$ cat src/rtl/fetch_unit.sv
// Instruction-fetch stage: round-robin arbitration over per-thread fetch requests,
// one outstanding valid/ready read to program memory, per-thread result registers.
module fetch_unit #(
    parameter int NUM_THREADS = 4,
    parameter int PC_WIDTH    = 8,
    parameter int INSTR_WIDTH = 16,
    parameter int CNT_WIDTH   = 16
) (
    input  logic                               clk,
    input  logic                               reset,
    input  logic [NUM_THREADS-1:0]             fetch_req,
    input  logic [NUM_THREADS*PC_WIDTH-1:0]    fetch_pc,
    output logic [NUM_THREADS-1:0]             fetch_done,
    output logic [NUM_THREADS*INSTR_WIDTH-1:0] fetch_instr,
    output logic                               mem_read_valid,
    output logic [PC_WIDTH-1:0]                mem_read_address,
    input  logic                               mem_read_ready,
    input  logic [INSTR_WIDTH-1:0]             mem_read_data,
    output logic                               busy,
    output logic [CNT_WIDTH-1:0]               fetch_count
);

    localparam int TID_W = (NUM_THREADS > 1) ? $clog2(NUM_THREADS) : 1;

    typedef enum logic [1:0] {
        IDLE    = 2'd0,
        REQUEST = 2'd1,
        RESPOND = 2'd2
    } state_t;

    state_t                           state, state_next;
    logic [TID_W-1:0]                 rr_ptr, rr_ptr_next;
    logic [TID_W-1:0]                 tid, tid_next;
    logic [NUM_THREADS-1:0]           done_next;
    logic [NUM_THREADS*INSTR_WIDTH-1:0] instr_next;
    logic                             valid_next;
    logic [PC_WIDTH-1:0]              addr_next;
    logic [CNT_WIDTH-1:0]             count_next;

    logic                             grant_found;
    logic [TID_W-1:0]                 grant_tid;
    logic [TID_W-1:0]                 scan_idx;

    // Scan starts at rr_ptr, so the thread served last is visited last.
    always_comb begin
        // NOTE: every variable written here gets a default first, so no path can infer a latch.
        grant_found = 1'b0;
        grant_tid   = '0;
        scan_idx    = '0;
        for (int i = 0; i < NUM_THREADS; i++) begin
            scan_idx = TID_W'((int'(rr_ptr) + i) % NUM_THREADS);
            if (!grant_found && fetch_req[scan_idx]) begin
                grant_found = 1'b1;
                grant_tid   = scan_idx;
            end
        end
    end

    always_comb begin
        state_next  = state;
        rr_ptr_next = rr_ptr;
        tid_next    = tid;
        done_next   = '0;
        instr_next  = fetch_instr;
        valid_next  = mem_read_valid;
        addr_next   = mem_read_address;
        count_next  = fetch_count;

        unique case (state)
            IDLE: begin
                if (grant_found) begin
                    tid_next   = grant_tid;
                    addr_next  = fetch_pc[int'(grant_tid)*PC_WIDTH +: PC_WIDTH];
                    valid_next = 1'b1;
                    state_next = REQUEST;
                end
            end
            REQUEST: begin
                // Address was latched at grant; later fetch_pc changes cannot disturb it.
                if (mem_read_ready) begin
                    instr_next[int'(tid)*INSTR_WIDTH +: INSTR_WIDTH] = mem_read_data;
                    valid_next      = 1'b0;
                    done_next[tid]  = 1'b1;
                    count_next      = fetch_count + CNT_WIDTH'(1);
                    rr_ptr_next     = TID_W'((int'(tid) + 1) % NUM_THREADS);
                    state_next      = RESPOND;
                end
            end
            RESPOND: state_next = IDLE;
            default: state_next = IDLE;
        endcase
    end

    always_ff @(posedge clk or posedge reset) begin
        if (reset) begin
            state            <= IDLE;
            rr_ptr           <= '0;
            tid              <= '0;
            fetch_done       <= '0;
            fetch_instr      <= '0;
            mem_read_valid   <= 1'b0;
            mem_read_address <= '0;
            fetch_count      <= '0;
        end else begin
            // NOTE: sequential state uses non-blocking assignments so all registers update together.
            state            <= state_next;
            rr_ptr           <= rr_ptr_next;
            tid              <= tid_next;
            fetch_done       <= done_next;
            fetch_instr      <= instr_next;
            mem_read_valid   <= valid_next;
            mem_read_address <= addr_next;
            fetch_count      <= count_next;
        end
    end

    assign busy = (state != IDLE);

endmodule

$ cat config.mk
export PLATFORM = sky130hd
export DESIGN_NAME = fetch_unit
export DESIGN_NICKNAME = d
export VERILOG_FILES = /design/src/rtl/fetch_unit.sv
export SDC_FILE = /design/constraint.sdc
export NUM_CORES = 1
export LEC_CHECK = 0
export CAP_MARGIN = 0
export CORE_AREA = 4 4 99 101
export CTS_BUF_LIST = sky130_fd_sc_hd__clkbuf_16
export DETAILED_ROUTE_END_ITERATION = 8
export DIE_AREA = 0 0 103 105
export PLACE_DENSITY = 0.84
export REMOVE_ABC_BUFFERS = 1
export SETUP_SLACK_MARGIN = 0.4
export SYNTH_ARGS = -nofsm -noshare
export SYNTH_HDL_FRONTEND = slang
export SYNTH_SLANG_ARGS = --single-unit
$ cat constraint.sdc
create_clock -name clk -period 10.05 [get_ports clk]
set_clock_uncertainty 0.15 [all_clocks]
set_input_delay 2.5125 -clock clk [delete_from_list [all_inputs] [get_ports clk]]
set_output_delay 2.5125 -clock clk [all_outputs]
set_load 0.03 [all_outputs]
# Word-level counts from Yosys, hierarchy flattened
# Cells that the tools add are included.
# Widths: inputs -> output; s select.
[op_classes] n_eq_ne=3 addsub=6 n_lt_le_gt_ge=6 reduce_logical=14 div=0 shift=3 multipliers=0 bitwise_logic=0 muxes=27
[op_table] op="$bwmux 64" n=1
[op_table] op="$shift 16x33->64 const A" n=1
[op_table] op="$shiftx 16x33->64" n=1
[op_table] op="$neg 6->33" n=1
[op_table] op="$shiftx 32x6->8" n=1
[op_table] op="$add 16x1->16 const B" n=1
[op_table] op="$lt 2x3->1 const B" n=5
[op_table] op="$mux 2" n=6
[op_table] op="$mux 1" n=11
[op_table] op="$bmux 1 s2" n=4
[op_table] op="$mux 4" n=2
[op_table] op="$reduce_and 2->1" n=3
[op_table] op="$add 2x1->2 const B" n=2
[op_table] op="$add 2x2->2 const B" n=2
[op_table] op="$logic_and 1x1->1" n=4
[op_table] op="$ne 2x2->1 const B" n=2
[op_table] op="$pmux 2 s2" n=1
[op_table] op="$reduce_bool 2->1" n=2
[op_table] op="$logic_not 1->1" n=3
[op_table] op="$reduce_and 3->1" n=1
[op_table] op="$demux 1 s2" n=1
[op_table] op="$eq 2x1->1 const B" n=1
[op_table] op="$ge 2x1->1 const B" n=1
[op_table] op="$logic_not 2->1" n=1
[op_table] op="$pmux 1 s2" n=1
[word_totals] latch_bits=0 mem_count=0 in_bits=55 reg_bits=99 mem_bits_ro=0 mem_bits_rw=0 output_inout_bits=94

# Longest topological paths before layout
[depth] word_depth=14 depth_mapped=6 mapped_depth_nobuf=5

# Worst setup path after synthesis
# OpenSTA, ideal clock, no wires.
[synth_timing] kind="input to register" start="input fetch_req[0]" end="register mem_read_address[1]" required_time_ps=9761 path_slack_ps=6230 t_arrival_ps=3531 stages=5 path_cell_list="or4_1 nand2_1 or2_2 buf_4 o221ai_1"
[synth_between] elab_chain_cells=13 word_cells_on_any_way=24 classes_between="shift (1); mux (16); reduce/logical (7)"
[synth_rtl] element="start: declaration" line="11" text="input logic [NUM_THREADS-1:0] fetch_req,"
[synth_rtl] element="$bmux 1 s2" line="52" text="if (!grant_found && fetch_req[scan_idx]) begin"
[synth_rtl] element="$mux 1 (implied by the code)" line="52"
[synth_rtl] element="$mux 1" line="52"
[synth_rtl] element="$logic_not 1->1" line="52"
[synth_rtl] element="$logic_and 1x1->1" line="52"
[synth_rtl] element="$mux 1" line="52"
[synth_rtl] element="$logic_not 1->1" line="52"
[synth_rtl] element="$logic_and 1x1->1" line="52"
[synth_rtl] element="$mux 1" line="52"
[synth_rtl] element="$logic_not 1->1" line="52"
[synth_rtl] element="$logic_and 1x1->1" line="52"
[synth_rtl] element="$mux 2 or $mux 1 (tied branches)" line="52"
[synth_rtl] element="$shiftx 32x6->8 or $reduce_and 2->1 (tied branches)"
[synth_rtl] element="end signal: assignment" line="112" text="mem_read_address <= addr_next;"
[synth_rtl] element="end: declaration" line="16" text="output logic [PC_WIDTH-1:0] mem_read_address,"
# Parallel ways exist; a longest one is shown, timed or not. The select of a mux whose other input is x is not followed.
# A chain may end at the register's enable or synchronous reset.

# Final worst setup path
[layout_timing] start="input mem_read_ready" end="register fetch_instr[55]"
[layout_between] elab_chain_cells=1
[layout_rtl] element="start: declaration" line="17" text="input logic mem_read_ready,"
[layout_rtl] element="$reduce_and 2->1 (no source line)"
[layout_rtl] element="end signal: assignment" line="110" text="fetch_instr <= instr_next;"
[layout_rtl] element="end: declaration" line="14" text="output logic [NUM_THREADS*INSTR_WIDTH-1:0] fetch_instr,"
# Every way passes these cells.

==> flow_summary.json <==
{
  "arrival_ns": 4.44,
  "vias": 3538,
  "numPortBuffers": 148,
  "crit_fanout": 33,
  "routedWlPerCell_um": 15.6,
  "p_clk_share_pct": 19.6,
  "clock_sinks": 99,
  "combPwrFrac_pct": 46.5,
  "final_nets": 641,
  "path_buf_inv": 2,
  "ys_ff_latch": 99,
  "status": "finished clean",
  "grt_pass1_wl_um": 17200,
  "syn_avg_cell_area_sq_um": 9.74,
  "p_int_mw": 1.09,
  "synth_area_leaders": "dfrtp_1 (58%), nand2_1 (14%), o21ai_0 (7.5%), mux2i_1 (4.0%), xnor2_1 (2.7%)",
  "ys_types": 34,
  "cts_hold_buf": 0,
  "grtUsageTotal_pct": 20.0,
  "worstReg2RegEnd": "fetch_instr[27]",
  "ir_drop_mv": 0.141,
  "grt_pass1_vias": 3516,
  "switching_share_pct": 41.1,
  "p_switching_mw": 0.757,
  "slew_headroom_pct": 18.1,
  "drcViolationCount": 0,
  "hold-path-endpoint": "fetch_count[15]",
  "hold_depth": 1,
  "finalMaxSlewViolations": 0,
  "dieArea_sq_mm": 0.0108,
  "synthToLayoutAreaGrowth_pct": 44.1,
  "finalSetupTns_ns": 0,
  "place_congestion": 0.799,
  "fill_cells": 692,
  "leakagePower_nw": 2.64,
  "fmax_ghz": 0.225,
  "min_period_ns": 4.44,
  "fin_crit_sh_pct": 44.1,
  "numCtsBuffers": 9,
  "crit_family": "simple AND/OR/NAND/NOR gates",
  "antenna_found_initial": 0,
  "final_common_cell": "nand2_1",
  "rows": 35,
  "cts.htree.levels": 3,
  "yosysWarnings": 0,
  "dp_hpwl_um": 7730,
  "crit_top_cell": "nand2_1",
  "finalSetupViolCount": 0,
  "synth_area_sq_mm": 0.00425,
  "die_x_um": 103,
  "via_per_inst": 5.08,
  "clk_pin_slew_ns": 0.07,
  "worst_slew_pin_slew_ns": 1.22,
  "timing.rr.start": "tid[0]",
  "yosysTopAreaCell": "dfrtp_1",
  "final_layout_size_suffix_gt1_share_pct": 4.96,
  "clock_path_buffers": 2,
  "crit_path_top_delay_cell": "nand2_1",
  "clk_latency_ns": 0.33,
  "seq_area_frac_synth_pct": 58.4,
  "rsz0062_at_grt": "no",
  "ctsResizeCount": 0,
  "hold_viol": 0,
  "seq_power_share_pct": 33.9,
  "yosys.area.top_type_share_pct": 58.4,
  "cp-start-kind": "input port",
  "hp-class": "reg2reg",
  "antenna_left": 0,
  "path_class": "in2reg",
  "coreArea_sq_mm": 0.00902,
  "drt_pass1_iterations": 4,
  "cts_tree": "yes",
  "io_pins": 149,
  "grt_max_degree": 83,
  "cp.required_ns": 10.06,
  "post_cts_buffers": 0,
  "diodes": 0,
  "die-height_um": 105,
  "drt_iter0_drc": 181,
  "drv_cap": 0,
  "syn_inst": 436,
  "path_cells": "clkdlybuf4s50_1, nand3b_2, inv_2, nand2_1, nand2_1, o21ai_0",
  "cp-end-kind": "flop",
  "reg2reg_setup_slack_ns": 7.40,
  "p_per_area_mw_per_mm2": 301,
  "initial_utilization_pct": 47.1,
  "grt_overflow_total": 0,
  "cts_root_buffer": "clkbuf_16",
  "layout_common_cells": "nand2_1 (158), clkdlybuf4s50_1 (148), dfrtp_1 (99), o21ai_0 (64), mux2i_1 (17)",
  "min_from": "fetch_count[15]",
  "reg2reg_depth": 5,
  "p_total_mw": 1.84,
  "wl_um": 10800,
  "slowest_delay_ns": 0.65
}
[flip-flops by register name, indices dropped and copies added, names as in the netlist]
name              cells
fetch_count          16
fetch_done            4
fetch_instr          64
mem_read_address      8
mem_read_valid        1
rr_ptr                2
state                 2
tid                   2
[synth_stat cells]
cell type	instances
a211oi_1	1
or4_1	1
inv_1	9
and2_1	1
o21a_1	1
o21ai_1	1
nand3b_2	1
o31ai_1	1
o22ai_2	1
o21ai_0	64
nor2_1	4
nor3_2	2
o221ai_1	8
xor2_1	2
buf_4	1
ha_1	6
inv_2	1
mux2i_1	17
nand3_1	7
nor3b_2	3
nand2b_1	2
a21oi_1	4
nand2_1	158
buf_12	1
nand4_1	3
clkbuf_1	14
xnor2_1	13
nor2_4	1
dfrtp_1	99
or2_2	1
o22ai_1	1
buf_2	3
and3_1	3
and4_1	1
[stage by stage]
stage	util [%]	hold slack (ns)	cells	worst slack [ns]	cell area (sq um)
finish	67.8	0.323	696	5.61	6120
global route	67.8	0.350	696	5.36	6120
CTS	67.8	0.331	696	5.61	6120
detailed placement	64.3	0.317	680	5.25	5800
global placement	64.3	0.308	680	5.32	5800
floorplan	-	0.275	417	4.80	4150
[final cells by class]
class	count	area (sq um)	share of cell area, %
Sequential cell	99	2480	40.5
Multi-Input combinational cell	308	1640	26.7
Timing Repair Buffer	152	1510	24.7
Clock buffer	9	225	3.68
Tap cell	111	139	2.27
Clock inverter	7	91.3	1.49
Inverter	10	40.0	0.654
[worst max path at each step]
stage	end	cells past startpoint	start	slack, ns
6_report	fetch_instr[55]	6	mem_read_ready	5.61
2_1_floorplan	fetch_count[0]	1	reset	4.80
4_1_cts	fetch_instr[51]	6	mem_read_ready	5.61
3_5_place_dp	fetch_instr[51]	6	mem_read_ready	5.25
5_1_grt	fetch_instr[51]	6	mem_read_ready	5.36
3_3_place_gp	fetch_instr[58]	6	mem_read_ready	5.32
[layer usage]
layer,part of all wire [%],up-vias,GRT usage [%]
li1,-,1734,-
met1,42,1679,26.0
met2,50,112,33.7
met3,6.9,13,4.34
met4,1.1,0,5.09
met5,0,-,0
[cell families after synthesis]
group | Yosys count | synth area share, %
AND/OR/NAND/NOR | 188 | 18.9
flip-flops | 99 | 58.4
buffers and inverters | 29 | 3.12
XOR/XNOR | 15 | 3.09
multiplexers | 17 | 4.01
AO/OA/AOI/OAI | 82 | 10.8
adder cells (fa/ha/maj) | 6 | 1.77
[worst reg2reg max path: stages (launching register included)]
cell	delay, ns
dfrtp_1	0.50
inv_1	0.18
ha_1	0.42
nor3b_2	1.00
nand2_1	0.11
o21ai_0	0.20
[power groups by stage]
stage               Sequential [mW]  Combinational, mW  Clock (mW)
finish                        0.624              0.857       0.362
floorplan                     0.856              0.248           0
global route                  0.640              0.921       0.386
CTS                           0.623              0.866       0.369
detailed placement            0.629              0.864           0
global placement              0.625              0.841           0
(Power assumes the default switching activity.)
